### config.mk
export PLATFORM = sky130hd
export DESIGN_NAME = prefix_sub_pipe
export DESIGN_NICKNAME = d
export VERILOG_FILES = /design/src/rtl/prefix_pkg.sv /design/src/rtl/pg_black_en.sv /design/src/rtl/prefix_sub_pipe.sv
export SDC_FILE = /design/constraint.sdc
export NUM_CORES = 2
export LEC_CHECK = 0
export BUFFER_PORTS_ARGS = -buffer_cell sky130_fd_sc_hd__buf_2
export CORE_ASPECT_RATIO = 1.4
export CORE_UTILIZATION = 45
export CTS_BUF_LIST = sky130_fd_sc_hd__clkbuf_8
export CTS_CLUSTER_SIZE = 40
export DETAILED_ROUTE_END_ITERATION = 8
export PLACE_DENSITY = 0.67
export SLEW_MARGIN = 20
export SYNTH_ARGS = -nofsm -noshare
export SYNTH_HDL_FRONTEND = slang
export SYNTH_SLANG_ARGS = --single-unit
### constraint.sdc
create_clock -name clk -period 35.7 [get_ports clk]
set_input_delay 7.14 -clock clk [delete_from_list [all_inputs] [get_ports clk]]
set_output_delay 7.14 -clock clk [all_outputs]
set_load 0.01 [all_outputs]
### src/rtl/prefix_pkg.sv
// Shared types and constants for the pipelined parallel-prefix subtractor.
// pg_t carries one propagate/generate pair through the prefix network.
package prefix_pkg;
  localparam int WIDTH    = 32;
  localparam int LATENCY  = 7;
  localparam int NUM_ROWS = 5;

  typedef struct packed {
    logic p;
    logic g;
  } pg_t;

  // Right-hand operand that turns a black cell into a plain register.
  localparam pg_t PG_IDENT = '{p: 1'b1, g: 1'b0};

  function automatic pg_t pg_combine(input pg_t l, input pg_t r);
    pg_t res;
    res.p = l.p & r.p;
    res.g = l.g | (l.p & r.g);
    return res;
  endfunction
endpackage

### src/rtl/pg_black_en.sv
// Registered black cell of the prefix network, loading only when en_i is high.
import prefix_pkg::*;

module pg_black_en (
  input  logic clk,
  input  logic reset,
  input  logic en_i,
  input  pg_t  l_i,
  input  pg_t  r_i,
  output pg_t  o_o
);
  pg_t o_q;

  always_ff @(posedge clk or posedge reset) begin
    if (reset) begin
      o_q <= '0;
    end else if (en_i) begin
      o_q <= pg_combine(l_i, r_i);
    end
  end

  assign o_o = o_q;
endmodule

### src/rtl/prefix_sub_pipe.sv
// 32-bit subtractor a - b - bin built as a 7-stage pipelined Kogge-Stone prefix
// adder (a + ~b + ~bin) with a single global stall driven by the output handshake.
import prefix_pkg::*;

module prefix_sub_pipe (
  input  logic             clk,
  input  logic             reset,
  input  logic             in_valid,
  output logic             in_ready,
  input  logic [WIDTH-1:0] a,
  input  logic [WIDTH-1:0] b,
  input  logic             bin,
  output logic             out_valid,
  input  logic             out_ready,
  output logic [WIDTH-1:0] d,
  output logic             bout,
  output logic             zero,
  output logic             neg,
  output logic             ovf
);
  logic             adv_s;
  logic [NUM_ROWS:0] v_q;
  logic [WIDTH-1:0] a_q  [0:NUM_ROWS];
  logic [WIDTH-1:0] nb_q [0:NUM_ROWS];
  logic [WIDTH-1:0] p0_q, g0_q;
  pg_t              row_s [0:NUM_ROWS][0:WIDTH-1];
  logic [WIDTH-1:0] c_s;
  logic [WIDTH-1:0] d_s;
  logic             cout_s;

  logic             out_valid_q, bout_q, zero_q, neg_q, ovf_q;
  logic [WIDTH-1:0] d_q;

  assign adv_s    = ~out_valid_q | out_ready;
  assign in_ready = adv_s;

  // Index 0 of each prefix row is bit -1 (carry-in); index j holds bit j-1.
  always_ff @(posedge clk or posedge reset) begin
    if (reset) begin
      v_q  <= '0;
      p0_q <= '0;
      g0_q <= '0;
      for (int r = 0; r <= NUM_ROWS; r++) begin
        a_q[r]  <= '0;
        nb_q[r] <= '0;
      end
    end else if (adv_s) begin
      v_q[0]  <= in_valid;
      a_q[0]  <= a;
      nb_q[0] <= ~b;
      p0_q    <= {a[WIDTH-2:0] | ~b[WIDTH-2:0], 1'b0};
      g0_q    <= {a[WIDTH-2:0] & ~b[WIDTH-2:0], ~bin};
      for (int r = 1; r <= NUM_ROWS; r++) begin
        v_q[r]  <= v_q[r-1];
        a_q[r]  <= a_q[r-1];
        nb_q[r] <= nb_q[r-1];
      end
    end
  end

  for (genvar j = 0; j < WIDTH; j++) begin : g_row0
    assign row_s[0][j] = '{p: p0_q[j], g: g0_q[j]};
  end

  for (genvar r = 1; r <= NUM_ROWS; r++) begin : g_row
    for (genvar j = 0; j < WIDTH; j++) begin : g_cell
      localparam int SPAN = 1 << (r - 1);
      pg_t right_s;
      if (j >= SPAN) begin : g_blk
        assign right_s = row_s[r-1][j-SPAN];
      end else begin : g_pass
        assign right_s = PG_IDENT;
      end
      pg_black_en u_cell (
        .clk   (clk),
        .reset (reset),
        .en_i  (adv_s),
        .l_i   (row_s[r-1][j]),
        .r_i   (right_s),
        .o_o   (row_s[r][j])
      );
    end
  end

  for (genvar j = 0; j < WIDTH; j++) begin : g_carry
    assign c_s[j] = row_s[NUM_ROWS][j].g;
  end

  // Final sum, plus carry out of the MSB for borrow and overflow.
  always_comb begin
    d_s    = a_q[NUM_ROWS] ^ nb_q[NUM_ROWS] ^ c_s;
    cout_s = (a_q[NUM_ROWS][WIDTH-1] & nb_q[NUM_ROWS][WIDTH-1]) |
             ((a_q[NUM_ROWS][WIDTH-1] | nb_q[NUM_ROWS][WIDTH-1]) & c_s[WIDTH-1]);
  end

  always_ff @(posedge clk or posedge reset) begin
    if (reset) begin
      out_valid_q <= 1'b0;
      d_q         <= '0;
      bout_q      <= 1'b0;
      zero_q      <= 1'b0;
      neg_q       <= 1'b0;
      ovf_q       <= 1'b0;
    end else if (adv_s) begin
      out_valid_q <= v_q[NUM_ROWS];
      d_q         <= d_s;
      bout_q      <= ~cout_s;
      zero_q      <= (d_s == 32'd0);
      neg_q       <= d_s[WIDTH-1];
      ovf_q       <= c_s[WIDTH-1] ^ cout_s;
    end
  end

  assign out_valid = out_valid_q;
  assign d         = d_q;
  assign bout      = bout_q;
  assign zero      = zero_q;
  assign neg       = neg_q;
  assign ovf       = ovf_q;
endmodule

# Word-level counts from Yosys, hierarchy flattened
# Cells that the tools add are included.
[totals]
register_bits = 748
in_bits = 69
output_inout_bits = 38
word_cells = 651
[op_classes]
bitwise_logic = 371
reduce_logical = 1
[ops]
columns = ["operator", "n"]
rows = [
  ["$and 1x1->1", 229],
  ["$or 1x1->1", 132],
  ["$xor 32x32->32", 2],
  ["$logic_not 32->1", 1],
  ["$not 32->32", 1],
  ["$and 31x31->31", 1],
  ["$not 31->31", 1],
  ["$or 31x31->31", 1],
  ["$not 1->1", 3],
  ["$xor 1x1->1", 1],
]

# Longest topological paths before layout
[logic_depth]
ltp_word = 4
mapped_depth = 7
ltp_nobuf = 6

# Modules after synthesis
# From an unflattened synthesis, not the netlist that was laid out.
[hier_totals]
hier_cells = 3446
area_unflattened_um2 = 31889.3
[by_module_without_submodules]
columns = ["module", "instances", "cells_per_inst", "area_per_inst_um2", "seq_area_each_um2"]
rows = [
  ["prefix_sub_pipe", 1, 2006, 18876.9, 12236.7],
  ["pg_black_en", 160, 9, 81.3, 50.0],
]

# Worst setup path after synthesis
# Ideal clock, no wire load.
[synth_path]
path_type = "input-to-output"
from = "in out_ready"
to = "out in_ready"
arrival_ns = 7.931
required_ns = 28.560
path_slack_ns = 20.629
cell_stages = 5
n_path_buf = 3
path_cell_list = "nor2b_4 buf_6 clkinv_2 clkbuf_1 clkbuf_1"
[synth_between]
elab_chain_cells = 1
[synth_rtl]
columns = ["item", "line_no", "rtl"]
rows = [
  ["from (decl)", "prefix_sub_pipe.sv:14", "input logic out_ready,"],
  ["$or 1x1->1", "prefix_sub_pipe.sv:34", "assign adv_s = ~out_valid_q | out_ready;"],
  ["to (decl)", "prefix_sub_pipe.sv:9", "output logic in_ready,"],
]
# Every way passes these cells.

# Worst setup path in the final report
# Ends and elaborated chain as after synthesis.

==> summary.md <==
| Metric | Value |
|---|---|
| Clock latency of the later-clocked register in the worst-skew pair | roughly 0.74 ns |
| Placed standard-cell area | about 0.03 mm² |
| Worst Setup Start Kind | input port |
| Placed insts | 3892 |
| End point of the most critical hold path | d[8] |
| Slowest cell on crit path | sky130_fd_sc_hd__nor2b_4 |
| Flip-flop and latch count after synthesis | about 750 |
| Cells along the critical path | buf_2, nor2b_4, inv_16, buf_2 |
| Status | finished, final reports clean |
| Y dimension of the die | 301 µm |
| Pin count of the biggest net entering global routing | 240 |
| Number of buffers added by the clock tree synthesis step | between 100 and 150 |
| Total number of vias | about 20000 |
| Top-Level Pins | roughly 110 |
| Full die area | 0.0651 mm² |
| Number of buffers added on ports | around 110 |
| Synthesized-area fraction occupied by ao, oa, aoi and oai cells | approximately 7.6% |
| Growth of design area from synthesis to finish | 11.3% |
| Sequential-to-total area share from yosys stat | around 65% |
| Number of vias per cell | 4.89 |
| Worst hold start | d[8] |
| Number of buffers between clock root and the deepest sink | 3 |
| Detailed Route WL | 64900 µm |
| Transition time of the tightest slew-check pin | between 1 and 1.5 ns |
| Average cell area after synthesis | between 9 and 10 µm² |
| Final Hold Fails | 0 |
| Remaining antenna violation count | 0 |
| Placer Congestion | between 0.7 and 0.8 |
| Post-synthesis simple-gate area fraction | between 20% and 30% |
| Worst hold path cell count | 2 |
| Worst hold margin | approximately 0.46 ns |
| Slew Limit Headroom | slightly below 30% |
| Clock transition at the register clock pins on the worst setup and hold paths after CTS | about 0.06 ns |
| FF-to-FF setup slack | slightly above 30 ns |
| Data required time at the worst endpoint | between 20 and 30 ns |
| Reg-to-Reg End | g_row[1].g_cell[7].u_cell.o_o[0] |
| Worst Setup End Kind | output pin |
| Wire length of the first global-routing pass | ~110000 µm |
| Post-route standard cell area excluding fillers | roughly 0.032 mm² |
| Total setup buffers inserted after CTS | 0 |
| Resized Gates After CTS | 0 |
| Via count of the first global-routing pass | slightly below 20000 |
| Post-Syn Area | just under 0.03 mm² |
| Yosys cell types | 29 |
| Cell repeated most along the worst path | sky130_fd_sc_hd__buf_2 |
| Final critical-path share of the clock period | between 40% and 50% |
| Launching instance or port of the critical path | out_ready |
| Starting utilization of the core area | 45.6% |
| Number of H-tree levels | 3 |
| Clock tree from TritonCTS | built |
| Setup slack after layout | around 21 ns |
| Count of yosys warnings during synthesis | 0 |
| Fill count | slightly above 6000 |
| Non-filler cells in the finished layout | slightly above 4000 |
| Maximum Capacitance Violations | 0 |
| Setup repair after global routing missed its margin | false |
| WP data arrival | about 8 ns |
| Final setup violation count | 0 |
| Cell chosen for the clock root | sky130_fd_sc_hd__clkbuf_8 |
| Worst reg2reg startpoint | out_valid |
| Pre-antenna DRT Iters | 6 |
| Depth of the worst register-to-register path | 6 |
| Achievable Freq | approximately 66 MHz |
| P_leak | about 16 nW |
| Xor/xnor share of the synthesized area | approximately 2.0% |
| Slew Limit Fails | 0 |
| Hold bufs inserted after CTS | 0 |
| Proportion of synthesized area in mux cells | 0% |
| Number of nets in the finished design | around 3200 |
| Summed negative setup slack over all endpoints | 0 ns |
| Antenna violations before repair | 11 |
| Pwr Density | about 90 mW/mm² |
| Synthesized instance count | roughly 3100 |
| Clock Skews | a little over 0.05 ns |
| WL/cell | between 15 and 20 µm |
| Max stage delay on crit path | between 0.2 and 0.3 ns |
| All-layer global routing usage | between 20% and 30% |
| Half-perimeter wire length of the detailed placement result | 42900 µm |
| Minimum period implied by the final worst setup slack | about 15 ns |
| Critical-path maximum fanout | about 140 |
| Synthesized Nets | 3171 |
| Layout cell share with drive strength beyond 1 | 8.64% |
| # clock sinks | around 750 |
| Area share of fa/ha/maj cells after synthesis | less than 1% |
| Initial detailed-routing violation count | 1779 |
| Placement-stage worst setup slack | around 20 ns |
| Largest family of logic cells by synthesized area | simple AND/OR/NAND/NOR gates |
| DRC violations left | 0 |
| Number of placement rows | roughly 110 |
| Category of the critical setup timing path | in -> out |
| Core region area | 0.0633 mm² |
| Overflow after GRT | 0 |
| Peak supply drop | 0.101 mV |
| Worst min-delay path class | reg -> reg |
| Die width | about 220 µm |
cells in the final DEF (no fill, tap or decap), drive strengths merged, types with 2 or more instances in the layout:
| master | netlist | final |
|---|---|---|
| a21oi | 163 | 163 |
| a31oi | 31 | 31 |
| buf | 100 | 126 |
| clkbuf | 66 | 137 |
| clkinv | 1 | 6 |
| clkinvlp | 0 | 2 |
| dfrtp | 747 | 747 |
| diode | 0 | 5 |
| inv | 37 | 83 |
| nand2 | 1501 | 1501 |
| nand3 | 99 | 99 |
| nand4 | 4 | 4 |
| nor2 | 65 | 65 |
| nor4 | 2 | 2 |
| o21ai | 189 | 189 |
| o31ai | 31 | 31 |
| xnor2 | 33 | 33 |
| xnor3 | 6 | 6 |
| xor2 | 18 | 18 |
cell families after synthesis:
family	Yosys count
AO/OA/AOI/OAI	416
XOR/XNOR	57
adder cells (fa/ha/maj)	1
buffers and inverters	204
flip-flops	747
AND/OR/NAND/NOR	1676
worst max-delay path by stage:
stage / to / slack [ns] / depth (start not counted)
finish: in_ready / 20.62 / 4
global route: in_ready / 20.55 / 4
global placement: in_ready / 20.59 / 4
detailed placement: in_ready / 20.57 / 4
CTS: in_ready / 20.57 / 4
floorplan: a_q[0] / 7.60 / 1
layer usage:
layer	vias up	part of all wire [%]	global-route usage, %
met4	0	2.5	6.56
met1	9414	47	29.8
li1	10062	-	-
met2	407	46	31.6
met3	97	4.2	3.45
met5	-	0	0
synthesized netlist by cell type (all sizes together):
cell type	number	area, µm²
xnor3	6	135
fa	1	20.0
and4	1	8.76
nor2	65	244
nand3	99	495
nor2b	1	13.8
nand2b	1	6.26
a31oi	31	194
or4	1	7.51
nand4b	1	8.76
a211oi	1	7.51
o21a	1	7.51
a21oi	163	816
buf	100	485
clkbuf	66	248
xor2	18	158
clkinv	1	5.00
nand4	4	25.0
o21ai	189	946
inv	37	139
nand2	1501	5630
dfrtp	747	18700
o31ai	31	233
nor4	2	12.5
xnor2	33	289
worst max-delay path: cells and delay by family:
family	cells	cell delay (ns)
buffers and inverters	3	0.52
AND/OR/NAND/NOR	1	0.27
layout make-up:
| class | count | area, µm² | area share, % |
|---|---|---|---|
| clock inverter | 54 | 294 | 0.916 |
| multi-input combinational | 2150 | 9260 | 28.9 |
| clock buffer | 137 | 1890 | 5.88 |
| sequential | 747 | 18700 | 58.2 |
| inverter | 38 | 166 | 0.519 |
| timing repair buffer | 126 | 738 | 2.30 |
| antenna | 5 | 12.5 | 0.0390 |
| tap | 832 | 1040 | 3.24 |
report_power, final:
| part | switching (mW) | internal, mW |
|---|---|---|
| registers | 0.256 | 1.20 |
| logic | 0.478 | 0.267 |
| clock network | 0.322 | 0.353 |
| total | 1.06 | 1.82 |
per-stage QoR:
step / total power, mW / util, %
floorplan: 1.96 / -
global placement: 2.21 / 47.2
detailed placement: 2.24 / 47.2
CTS: 2.92 / 50.7
global route: 3.10 / 50.7
finish: 2.88 / 50.7
flip-flops by register name, indices dropped and copies added (netlist names):
signal and flops:
g_row.g_cell.u_cell.o_o 258, a_q 192, nb_q 192, g0_q 32, d 31, p0_q 31
v_q 6, bout 1, neg 1, out_valid 1, ovf 1, zero 1
(Power assumes the default switching activity.)
